File: src/rtl/filter_sequencer_if.sv
// Signal bundle between the sample sequencer and its ADC, filter and DAC neighbours.
// master: sequencer side; slave: environment side.
interface filter_sequencer_if;
    logic        syncADC;
    logic [11:0] adcSample;
    logic [11:0] filterSample;
    logic        highPassSinkValid;
    logic        lowPassSinkValid;
    logic [11:0] highPassOutput;
    logic [11:0] lowPassOutput;
    logic        highPassOutValid;
    logic        lowPassOutValid;
    logic [1:0]  highPassError;
    logic [1:0]  lowPassError;
    logic [3:0]  highGain;
    logic [3:0]  lowGain;
    logic [11:0] dacData;
    logic        dacValid;
    logic        clearFlags;
    logic        overrunFlag;
    logic        errorFlag;
    logic        timeoutFlag;

    modport master (
        input  syncADC, adcSample, highPassOutput, lowPassOutput, highPassOutValid,
               lowPassOutValid, highPassError, lowPassError, highGain, lowGain, clearFlags,
        output filterSample, highPassSinkValid, lowPassSinkValid, dacData, dacValid,
               overrunFlag, errorFlag, timeoutFlag
    );

    modport slave (
        output syncADC, adcSample, highPassOutput, lowPassOutput, highPassOutValid,
               lowPassOutValid, highPassError, lowPassError, highGain, lowGain, clearFlags,
        input  filterSample, highPassSinkValid, lowPassSinkValid, dacData, dacValid,
               overrunFlag, errorFlag, timeoutFlag
    );
endinterface

File: src/rtl/filter_sequencer.sv
// Sequences one ADC sample through both FIR filters and mixes their results for the DAC.
// Define FILTER_TIMEOUT_EN to build the WAIT-state watchdog and a live timeoutFlag.
module filter_sequencer #(
    parameter int unsigned GAIN_FRAC      = 3,
    parameter int unsigned TIMEOUT_CYCLES = 255
) (
    input logic                 dacSerialClock,
    input logic                 resetN,
    filter_sequencer_if.master  bus
);

    typedef enum logic [2:0] {StIdle, StIssue, StWait, StMult, StSat} state_e;

    state_e             state;
    logic [11:0]        filterSampleQ;
    logic               sinkValidQ;
    logic [11:0]        dacDataQ;
    logic               dacValidQ;
    logic               overrunQ;
    logic               errorQ;
    logic signed [11:0] hRes;
    logic signed [11:0] lRes;
    logic               hGot;
    logic               lGot;
    logic signed [16:0] pH;
    logic signed [16:0] pL;

    logic               hTake;
    logic               lTake;
    logic               bothDone;
    logic               timeoutHit;
    logic signed [16:0] pHNext;
    logic signed [16:0] pLNext;
    logic signed [17:0] sum;
    logic signed [17:0] shifted;
    logic [11:0]        clamped;
    logic               overrunSet;
    logic               errorSet;

    assign hTake    = (state == StWait) && bus.highPassOutValid;
    assign lTake    = (state == StWait) && bus.lowPassOutValid;
    assign bothDone = (hGot || hTake) && (lGot || lTake);

    // Gains are unsigned, so they enter the signed product with a zero sign bit.
    assign pHNext  = $signed({{5{hRes[11]}}, hRes}) * $signed({13'd0, bus.highGain});
    assign pLNext  = $signed({{5{lRes[11]}}, lRes}) * $signed({13'd0, bus.lowGain});
    assign sum     = $signed({pH[16], pH}) + $signed({pL[16], pL});
    assign shifted = sum >>> GAIN_FRAC;

    always_comb begin
        clamped = shifted[11:0];
        if (shifted > 18'sd2047) begin
            clamped = 12'h7FF;
        end else if (shifted < -18'sd2048) begin
            clamped = 12'h800;
        end
    end

    // A sync landing on the SAT->IDLE edge still counts as an overrun.
    assign overrunSet = bus.syncADC && (state != StIdle);
    assign errorSet   = (hTake && (|bus.highPassError)) || (lTake && (|bus.lowPassError));

`ifdef FILTER_TIMEOUT_EN
    localparam int unsigned CntW = $clog2(TIMEOUT_CYCLES + 2);

    logic [CntW-1:0] waitCnt;
    logic            timeoutQ;

    assign timeoutHit = (state == StWait) && !bothDone && (waitCnt == CntW'(TIMEOUT_CYCLES));

    always_ff @(posedge dacSerialClock or negedge resetN) begin
        if (!resetN) begin
            waitCnt  <= '0;
            timeoutQ <= 1'b0;
        end else begin
            waitCnt <= (state == StWait) ? waitCnt + 1'b1 : '0;
            if (timeoutHit) begin
                timeoutQ <= 1'b1;
            end else if (bus.clearFlags) begin
                timeoutQ <= 1'b0;
            end
        end
    end

    assign bus.timeoutFlag = timeoutQ;
`else
    assign timeoutHit      = 1'b0;
    assign bus.timeoutFlag = 1'b0;
`endif

    always_ff @(posedge dacSerialClock or negedge resetN) begin
        if (!resetN) begin
            state         <= StIdle;
            filterSampleQ <= 12'h000;
            sinkValidQ    <= 1'b0;
            dacDataQ      <= 12'h800;
            dacValidQ     <= 1'b0;
            overrunQ      <= 1'b0;
            errorQ        <= 1'b0;
            hRes          <= '0;
            lRes          <= '0;
            hGot          <= 1'b0;
            lGot          <= 1'b0;
            pH            <= '0;
            pL            <= '0;
        end else begin
            sinkValidQ <= 1'b0;
            dacValidQ  <= 1'b0;

            if (overrunSet) begin
                overrunQ <= 1'b1;
            end else if (bus.clearFlags) begin
                overrunQ <= 1'b0;
            end
            if (errorSet) begin
                errorQ <= 1'b1;
            end else if (bus.clearFlags) begin
                errorQ <= 1'b0;
            end

            unique case (state)
                StIdle: begin
                    if (bus.syncADC) begin
                        filterSampleQ <= {~bus.adcSample[11], bus.adcSample[10:0]};
                        sinkValidQ    <= 1'b1;
                        state         <= StIssue;
                    end
                end
                StIssue: begin
                    hGot  <= 1'b0;
                    lGot  <= 1'b0;
                    state <= StWait;
                end
                StWait: begin
                    if (hTake) begin
                        hRes <= bus.highPassOutput;
                        hGot <= 1'b1;
                    end
                    if (lTake) begin
                        lRes <= bus.lowPassOutput;
                        lGot <= 1'b1;
                    end
                    if (bothDone || timeoutHit) begin
                        state <= StMult;
                    end
                end
                StMult: begin
                    pH    <= pHNext;
                    pL    <= pLNext;
                    state <= StSat;
                end
                StSat: begin
                    dacDataQ  <= {~clamped[11], clamped[10:0]};
                    dacValidQ <= 1'b1;
                    state     <= StIdle;
                end
                default: state <= StIdle;
            endcase
        end
    end

    assign bus.filterSample      = filterSampleQ;
    assign bus.highPassSinkValid = sinkValidQ;
    assign bus.lowPassSinkValid  = sinkValidQ;
    assign bus.dacData           = dacDataQ;
    assign bus.dacValid          = dacValidQ;
    assign bus.overrunFlag       = overrunQ;
    assign bus.errorFlag         = errorQ;

endmodule

File: src/flat_wrapper.sv
// flat-port wrapper written by rule: the top's interface ports become plain ports
module filter_sequencer_flat 
#(
    parameter int unsigned GAIN_FRAC      = 3,
    parameter int unsigned TIMEOUT_CYCLES = 255
)
  (dacSerialClock, resetN, bus_syncADC, bus_adcSample, bus_highPassOutput, bus_lowPassOutput, bus_highPassOutValid, bus_lowPassOutValid, bus_highPassError, bus_lowPassError, bus_highGain, bus_lowGain, bus_clearFlags, bus_filterSample, bus_highPassSinkValid, bus_lowPassSinkValid, bus_dacData, bus_dacValid, bus_overrunFlag, bus_errorFlag, bus_timeoutFlag);
  filter_sequencer_if bus_i ();
  input logic dacSerialClock;
  input logic resetN;
  input wire logic [$bits(bus_i.syncADC)-1:0] bus_syncADC;
  input wire logic [$bits(bus_i.adcSample)-1:0] bus_adcSample;
  input wire logic [$bits(bus_i.highPassOutput)-1:0] bus_highPassOutput;
  input wire logic [$bits(bus_i.lowPassOutput)-1:0] bus_lowPassOutput;
  input wire logic [$bits(bus_i.highPassOutValid)-1:0] bus_highPassOutValid;
  input wire logic [$bits(bus_i.lowPassOutValid)-1:0] bus_lowPassOutValid;
  input wire logic [$bits(bus_i.highPassError)-1:0] bus_highPassError;
  input wire logic [$bits(bus_i.lowPassError)-1:0] bus_lowPassError;
  input wire logic [$bits(bus_i.highGain)-1:0] bus_highGain;
  input wire logic [$bits(bus_i.lowGain)-1:0] bus_lowGain;
  input wire logic [$bits(bus_i.clearFlags)-1:0] bus_clearFlags;
  output wire logic [$bits(bus_i.filterSample)-1:0] bus_filterSample;
  output wire logic [$bits(bus_i.highPassSinkValid)-1:0] bus_highPassSinkValid;
  output wire logic [$bits(bus_i.lowPassSinkValid)-1:0] bus_lowPassSinkValid;
  output wire logic [$bits(bus_i.dacData)-1:0] bus_dacData;
  output wire logic [$bits(bus_i.dacValid)-1:0] bus_dacValid;
  output wire logic [$bits(bus_i.overrunFlag)-1:0] bus_overrunFlag;
  output wire logic [$bits(bus_i.errorFlag)-1:0] bus_errorFlag;
  output wire logic [$bits(bus_i.timeoutFlag)-1:0] bus_timeoutFlag;
  assign bus_i.syncADC = bus_syncADC;
  assign bus_i.adcSample = bus_adcSample;
  assign bus_i.highPassOutput = bus_highPassOutput;
  assign bus_i.lowPassOutput = bus_lowPassOutput;
  assign bus_i.highPassOutValid = bus_highPassOutValid;
  assign bus_i.lowPassOutValid = bus_lowPassOutValid;
  assign bus_i.highPassError = bus_highPassError;
  assign bus_i.lowPassError = bus_lowPassError;
  assign bus_i.highGain = bus_highGain;
  assign bus_i.lowGain = bus_lowGain;
  assign bus_i.clearFlags = bus_clearFlags;
  assign bus_filterSample = bus_i.filterSample;
  assign bus_highPassSinkValid = bus_i.highPassSinkValid;
  assign bus_lowPassSinkValid = bus_i.lowPassSinkValid;
  assign bus_dacData = bus_i.dacData;
  assign bus_dacValid = bus_i.dacValid;
  assign bus_overrunFlag = bus_i.overrunFlag;
  assign bus_errorFlag = bus_i.errorFlag;
  assign bus_timeoutFlag = bus_i.timeoutFlag;
  filter_sequencer #(.GAIN_FRAC(GAIN_FRAC), .TIMEOUT_CYCLES(TIMEOUT_CYCLES)) u_core (.dacSerialClock(dacSerialClock), .resetN(resetN), .bus(bus_i));
endmodule
File: config.mk
export PLATFORM = sky130hd
export DESIGN_NAME = filter_sequencer_flat
export DESIGN_NICKNAME = d
export VERILOG_FILES = /design/src/rtl/filter_sequencer_if.sv /design/src/rtl/filter_sequencer.sv /design/src/flat_wrapper.sv
export SDC_FILE = /design/constraint.sdc
export NUM_CORES = 1
export LEC_CHECK = 0
export CAP_MARGIN = 20
export CORE_ASPECT_RATIO = 1.5
export CORE_MARGIN = 1.5
export CORE_UTILIZATION = 55
export CTS_CLUSTER_SIZE = 10
export DETAILED_ROUTE_END_ITERATION = 6
export GPL_TIMING_DRIVEN = 0
export PLACE_DENSITY = 0.86
export REMOVE_ABC_BUFFERS = 1
export SLEW_MARGIN = 0
export SYNTH_ARGS = -nofsm -noshare
export SYNTH_HDL_FRONTEND = slang
export SYNTH_SLANG_ARGS = --single-unit
File: constraint.sdc
create_clock -name dacSerialClock -period 9.28 [get_ports dacSerialClock]
set_clock_uncertainty 0.05 [all_clocks]
set_input_delay 1.856 -clock dacSerialClock [delete_from_list [all_inputs] [get_ports dacSerialClock]]
set_output_delay 1.856 -clock dacSerialClock [all_outputs]
set_load 0.05 [all_outputs]
* After elaboration in Yosys (flattened, before gate mapping) *
Index checks and enable logic that the tools add are counted.

storage, ports and cells
  register bits = 91
  bits of input ports = 54
  output and inout port bits = 30

operators by class
  add/sub/neg operators = 1
  multipliers = 2
  magnitude comparators = 2
  equal/unequal tests = 8
  mux-type cells = 15
  bitwise gates (word level) = 2
  reduce and logical (&&, ||, !) cells = 22

operator list
  operator                                              number
  multiplier 12 x 5 -> 17 bit                           2
  two-way mux 12 bit                                    2
  adder 17 x 17 -> 18 bit                               1
  > comparator 15 x 12 -> 1 bit, second input constant  1
  < comparator 15 x 12 -> 1 bit, second input constant  1
  one-hot mux 3 bit (4 select lines)                    1
  AND reduction 2 bit                                   6
  two-way mux 1 bit                                     8
  equality test 3 x 2 -> 1 bit, second input constant   2
  logical AND 1 bit                                     6
  two-way mux 3 bit                                     2
  != test 2 x 1 -> 1 bit, second input constant         3
  nonzero test 2 bit                                    3
  one-hot mux 1 bit (2 select lines)                    2
  OR reduction 2 bit                                    2
  equality test 3 x 1 -> 1 bit, second input constant   1
  equality test 3 bit, second input constant            1
  zero test 3 bit                                       1
  logical OR 1 bit                                      3
  nonzero test 3 bit                                    1
  != test 2 bit, second input constant                  1
  inverter 1 bit                                        2

* Longest topological paths before layout *
  word-level depth = 6
  gate-level depth with buffers = 17
  gate-level depth less buffers = 16

* Worst setup path after synthesis *
Ideal clock, no wire load.

  path kind = input to register
  start = in bus_highGain[3]
  end = reg u_core.pH[16]
  library setup time = 0.129 ns
  arrival time = 5.549 ns
  required time = 9.101 ns
  setup slack = 3.552 ns
  cell stages on the path = 17
  path buffers = 1
  cells stage by stage = clkbuf_1 -> and2_1 -> ha_1 -> inv_1 -> fa_1 -> fa_1 -> inv_1 -> ha_1 -> a21o_1 -> a21oi_2 -> o21bai_2 -> a2111oi_4 -> o31ai_1 -> or4_1 -> a31oi_1 -> xnor2_1 -> o21ai_1

between the ends
  word-level cells in the longest chain between the ends = 1

ends and longest elaborated chain
  element                      line                     text
  start: declaration           flat_wrapper.sv:19       input wire logic [$bits(bus_i.highGain)-1:0] bus_highGain;
  multiplier 12 x 5 -> 17 bit  filter_sequencer.sv:45   assign pHNext = $signed({{5{hRes[11]}}, hRes}) * $signed({13'd0, bus.highGain});
  end signal: assignment       filter_sequencer.sv:148  pH <= pHNext;
  end: declaration             filter_sequencer.sv:25   logic signed [16:0] pH;

No other way between the ends.
A chain may end at the register's enable or synchronous reset.

* Final worst setup path *
  start = in bus_lowGain[2]
  end = reg u_core.pL[14]

between the ends
  word-level cells in the longest chain between the ends = 1

ends and longest elaborated chain
  element                      line                     text
  start: declaration           flat_wrapper.sv:20       input wire logic [$bits(bus_i.lowGain)-1:0] bus_lowGain;
  multiplier 12 x 5 -> 17 bit  filter_sequencer.sv:46   assign pLNext = $signed({{5{lRes[11]}}, lRes}) * $signed({13'd0, bus.lowGain});
  end signal: assignment       filter_sequencer.sv:149  pL <= pLNext;
  end: declaration             filter_sequencer.sv:26   logic signed [16:0] pL;

No other way between the ends.

==> results.py <==
metrics = {
    "clock_tree": {
        "cts.repair.resized": 0,
        "cts.htree.levels": 3,
        "cts_buffer_depth": 2,
        "post_cts_buffers": 0,
        "cts_tree": "yes",
        "cts_buffers": 9,
        "clock_latency_ps": 350,
        "hold_buffers": 0,
        "clkSinkCount": 91,
        "root_buffer": "clkbuf_16",
        "path_clk_slew_ps": 70,
    },
    "timing": {
        "fin_tns_setup_ps": 0,
        "rsz0062_at_grt": "no",
        "max_clock_freq_ghz": 0.161,
        "slew_headroom_pct": 38.2,
        "min_period_over_period_pct": 67.0,
        "min_period_ps": 6220,
        "tightest_slew_ps": 927,
        "hold_viol": 0,
        "slew_viol_final": 0,
        "setup_viol": 0,
    },
    "placement": {
        "place_area_um2": 8560,
        "hpwlAfterDp_um": 11900,
        "io_buffers": 82,
        "gp_congestion": 0.886,
    },
    "grt": {
        "grt_max_degree": 49,
        "antenna_found_initial": 0,
        "grt_pass1_vias": 5884,
        "grt-ovfl-total": 0,
        "grt_usage_pct": 22.5,
        "grt_pass1_wl_um": 26500,
    },
    "synth": {
        "synth-compound-area-share_pct": 10.8,
        "synth_edf_count": 0,
        "async_flop_share_pct": 100,
        "synth_top_cell_by_area": "dfrtp_1",
        "synth_commonest_cells": "inv_1, dfrtp_1, ha_1",
        "synth-xor-area-share_pct": 4.75,
        "avgSynthCellArea_um2": 9.51,
        "synth_top_cells_by_area": "dfrtp_1, fa_1, ha_1",
        "synth_top_area_share_pct": 29.8,
        "netlist_area_um2": 7560,
        "synthAdderAreaFrac_pct": 26.5,
        "ys.flop_type": "dfrtp_1",
        "synth_simple_gate_area_share_pct": 14.8,
        "ys_seq_area_share_pct": 30.1,
        "synth_top_family_by_area": "adder cells",
        "synth.distinct_cells": 52,
        "synth-seq-cells": 91,
        "synth_mux_area_share_pct": 6.24,
        "synth_most_common_cell": "inv_1",
        "ys_warn_count": 0,
        "syn_inst": 795,
    },
    "routing": {
        "drcViolationCount": 5,
        "first_pass_iters": 7,
        "routed_wirelength_um": 15500,
        "vias_per_cell": 5.49,
        "dr_total_vias": 5668,
        "dr.first_iter.drc_count": 232,
        "wl_per_cell_um": 15.0,
        "ant_nets": 0,
    },
    "floorplanning": {
        "num_rows": 52,
        "die_h_um": 147,
        "initial_core_util_pct": 56.2,
        "die_area_um2": 14500,
        "die_w_um": 98.7,
        "core_um2": 13500,
        "ios": 84,
    },
    "min_path": {
        "min_path_type": "reg -> reg",
    },
    "final_layout": {
        "num_antenna_cells": 0,
        "drive_gt1_share_pct": 8.73,
        "nets": 1050,
        "syn2layout_area_growth_pct": 17.4,
        "final_util_pct": 65.9,
        "finalInstanceArea_um2": 8880,
    },
    "worst_setup_path": {
        "worst_setup_path_start_kind": "input pin",
        "cp_max_fo": 12,
        "criticalPathCategory": "in -> reg",
        "critical_path_required_ps": 9440,
        "crit_arrival_ps": 6370,
        "end_kind": "flop",
    },
    "run_status": {
        "outcome": "complete, but fails checks",
        "violations": "DRC",
    },
    "flow_run": {
        "max_cap_viol_count": 0,
    },
}
[layout make-up]
class	count	area, um^2
well taps	162	203
clock buffers	9	225
repair buffers	87	896
clock inverters	7	90.1
fillers	1017	4590
multi-input cells	571	4790
flip-flops and latches	91	2280
inverters	106	398
[layer usage]
metal | routed length, um | part of all wire, % | global-route usage [%]
met1 | 6140 | 40 | 25.7
met2 | 8560 | 55 | 42.5
met3 | 466 | 3.0 | 3.16
met4 | 299 | 1.9 | 6.93
met5 | 0 | 0 | 0
[logic make-up after synthesis]
group                    after synthesis
AO/OA/AOI/OAI                        130
XOR/XNOR                              41
adder cells (fa/ha/maj)              130
buffers and inverters                133
flip-flops                            91
multiplexers                          42
other                                  1
AND/OR/NAND/NOR                      227
[layout by cell type, fill, tap and decap left out, types with 3 or more instances in the layout]
master	count
nand2_1	78
nor2_1	32
and3_1	5
fa_1	50
nand3_1	12
nor3_1	8
nor2b_1	3
o31ai_1	6
a31oi_1	11
o21bai_1	4
clkbuf_16	9
ha_1	80
o21ai_0	39
nand2b_1	4
clkdlybuf4s50_1	81
mux2_2	41
a21o_1	11
xor2_1	17
inv_1	106
a211oi_1	3
or2_2	4
dfrtp_1	90
inv_8	3
and2_1	73
a21oi_1	38
xnor2_1	24
[registers in the layout (all words and copies together), names as in the netlist]
signal                        cells
u_core.bus.errorFlag              1
u_core.pH                        17
u_core.bus.dacData               12
u_core.bus.dacValid               1
u_core.bus.highPassSinkValid      1
u_core.hRes                      12
u_core.bus.overrunFlag            1
u_core.bus.filterSample          12
u_core.pL                        17
u_core.lRes                      12
u_core.lGot                       1
u_core.state                      3
u_core.hGot                       1
[worst paths after layout]
| check | slack, ps | start | end | depth (start not counted) |
|---|---|---|---|---|
| min | 440 | u_core.pH[9]$_DFFE_PN0P_ | u_core.pH[9]$_DFFE_PN0P_ | 2 |
| min in group asynchronous | 1470 | resetN | u_core.bus.filterSample[9]$_DFFE_PN0P_ | 1 |
| max in group asynchronous | 7050 | resetN | u_core.pL[12]$_DFFE_PN0P_ | 2 |
| max | 3060 | bus_lowGain[2] | u_core.pL[14]$_DFFE_PN0P_ | 17 |
| max reg2reg | 4860 | u_core.hRes[2]$_DFFE_PN0P_ | u_core.pH[16]$_DFFE_PN0P_ | 16 |
| min reg2reg | 440 | u_core.pH[9]$_DFFE_PN0P_ | u_core.pH[9]$_DFFE_PN0P_ | 2 |
[per-stage QoR]
step           hold WS, ps  cells  worst slack (ps)
6_report               439   1033              3060
5_1_grt                460   1033              2820
4_1_cts                441   1033              3060
3_5_place_dp           426   1017              2750
3_3_place_gp           416   1012              2740
2_1_floorplan          400    768              3670
[worst max-delay path: stages]
cell and delay, ps:
clkdlybuf4s50_1 610, and2_1 270, ha_1 300, ha_1 300
inv_1 60, fa_1 560, inv_1 80, fa_1 460
a21o_1 200, a21oi_1 210, nor2b_1 80, o21a_1 210
o41ai_2 400, o21ai_0 230, o31ai_1 300, xor2_1 170
o21ai_0 80
Power is not shown: default switching activity piles up to over one toggle a cycle in this logic, so the estimate is an artifact.
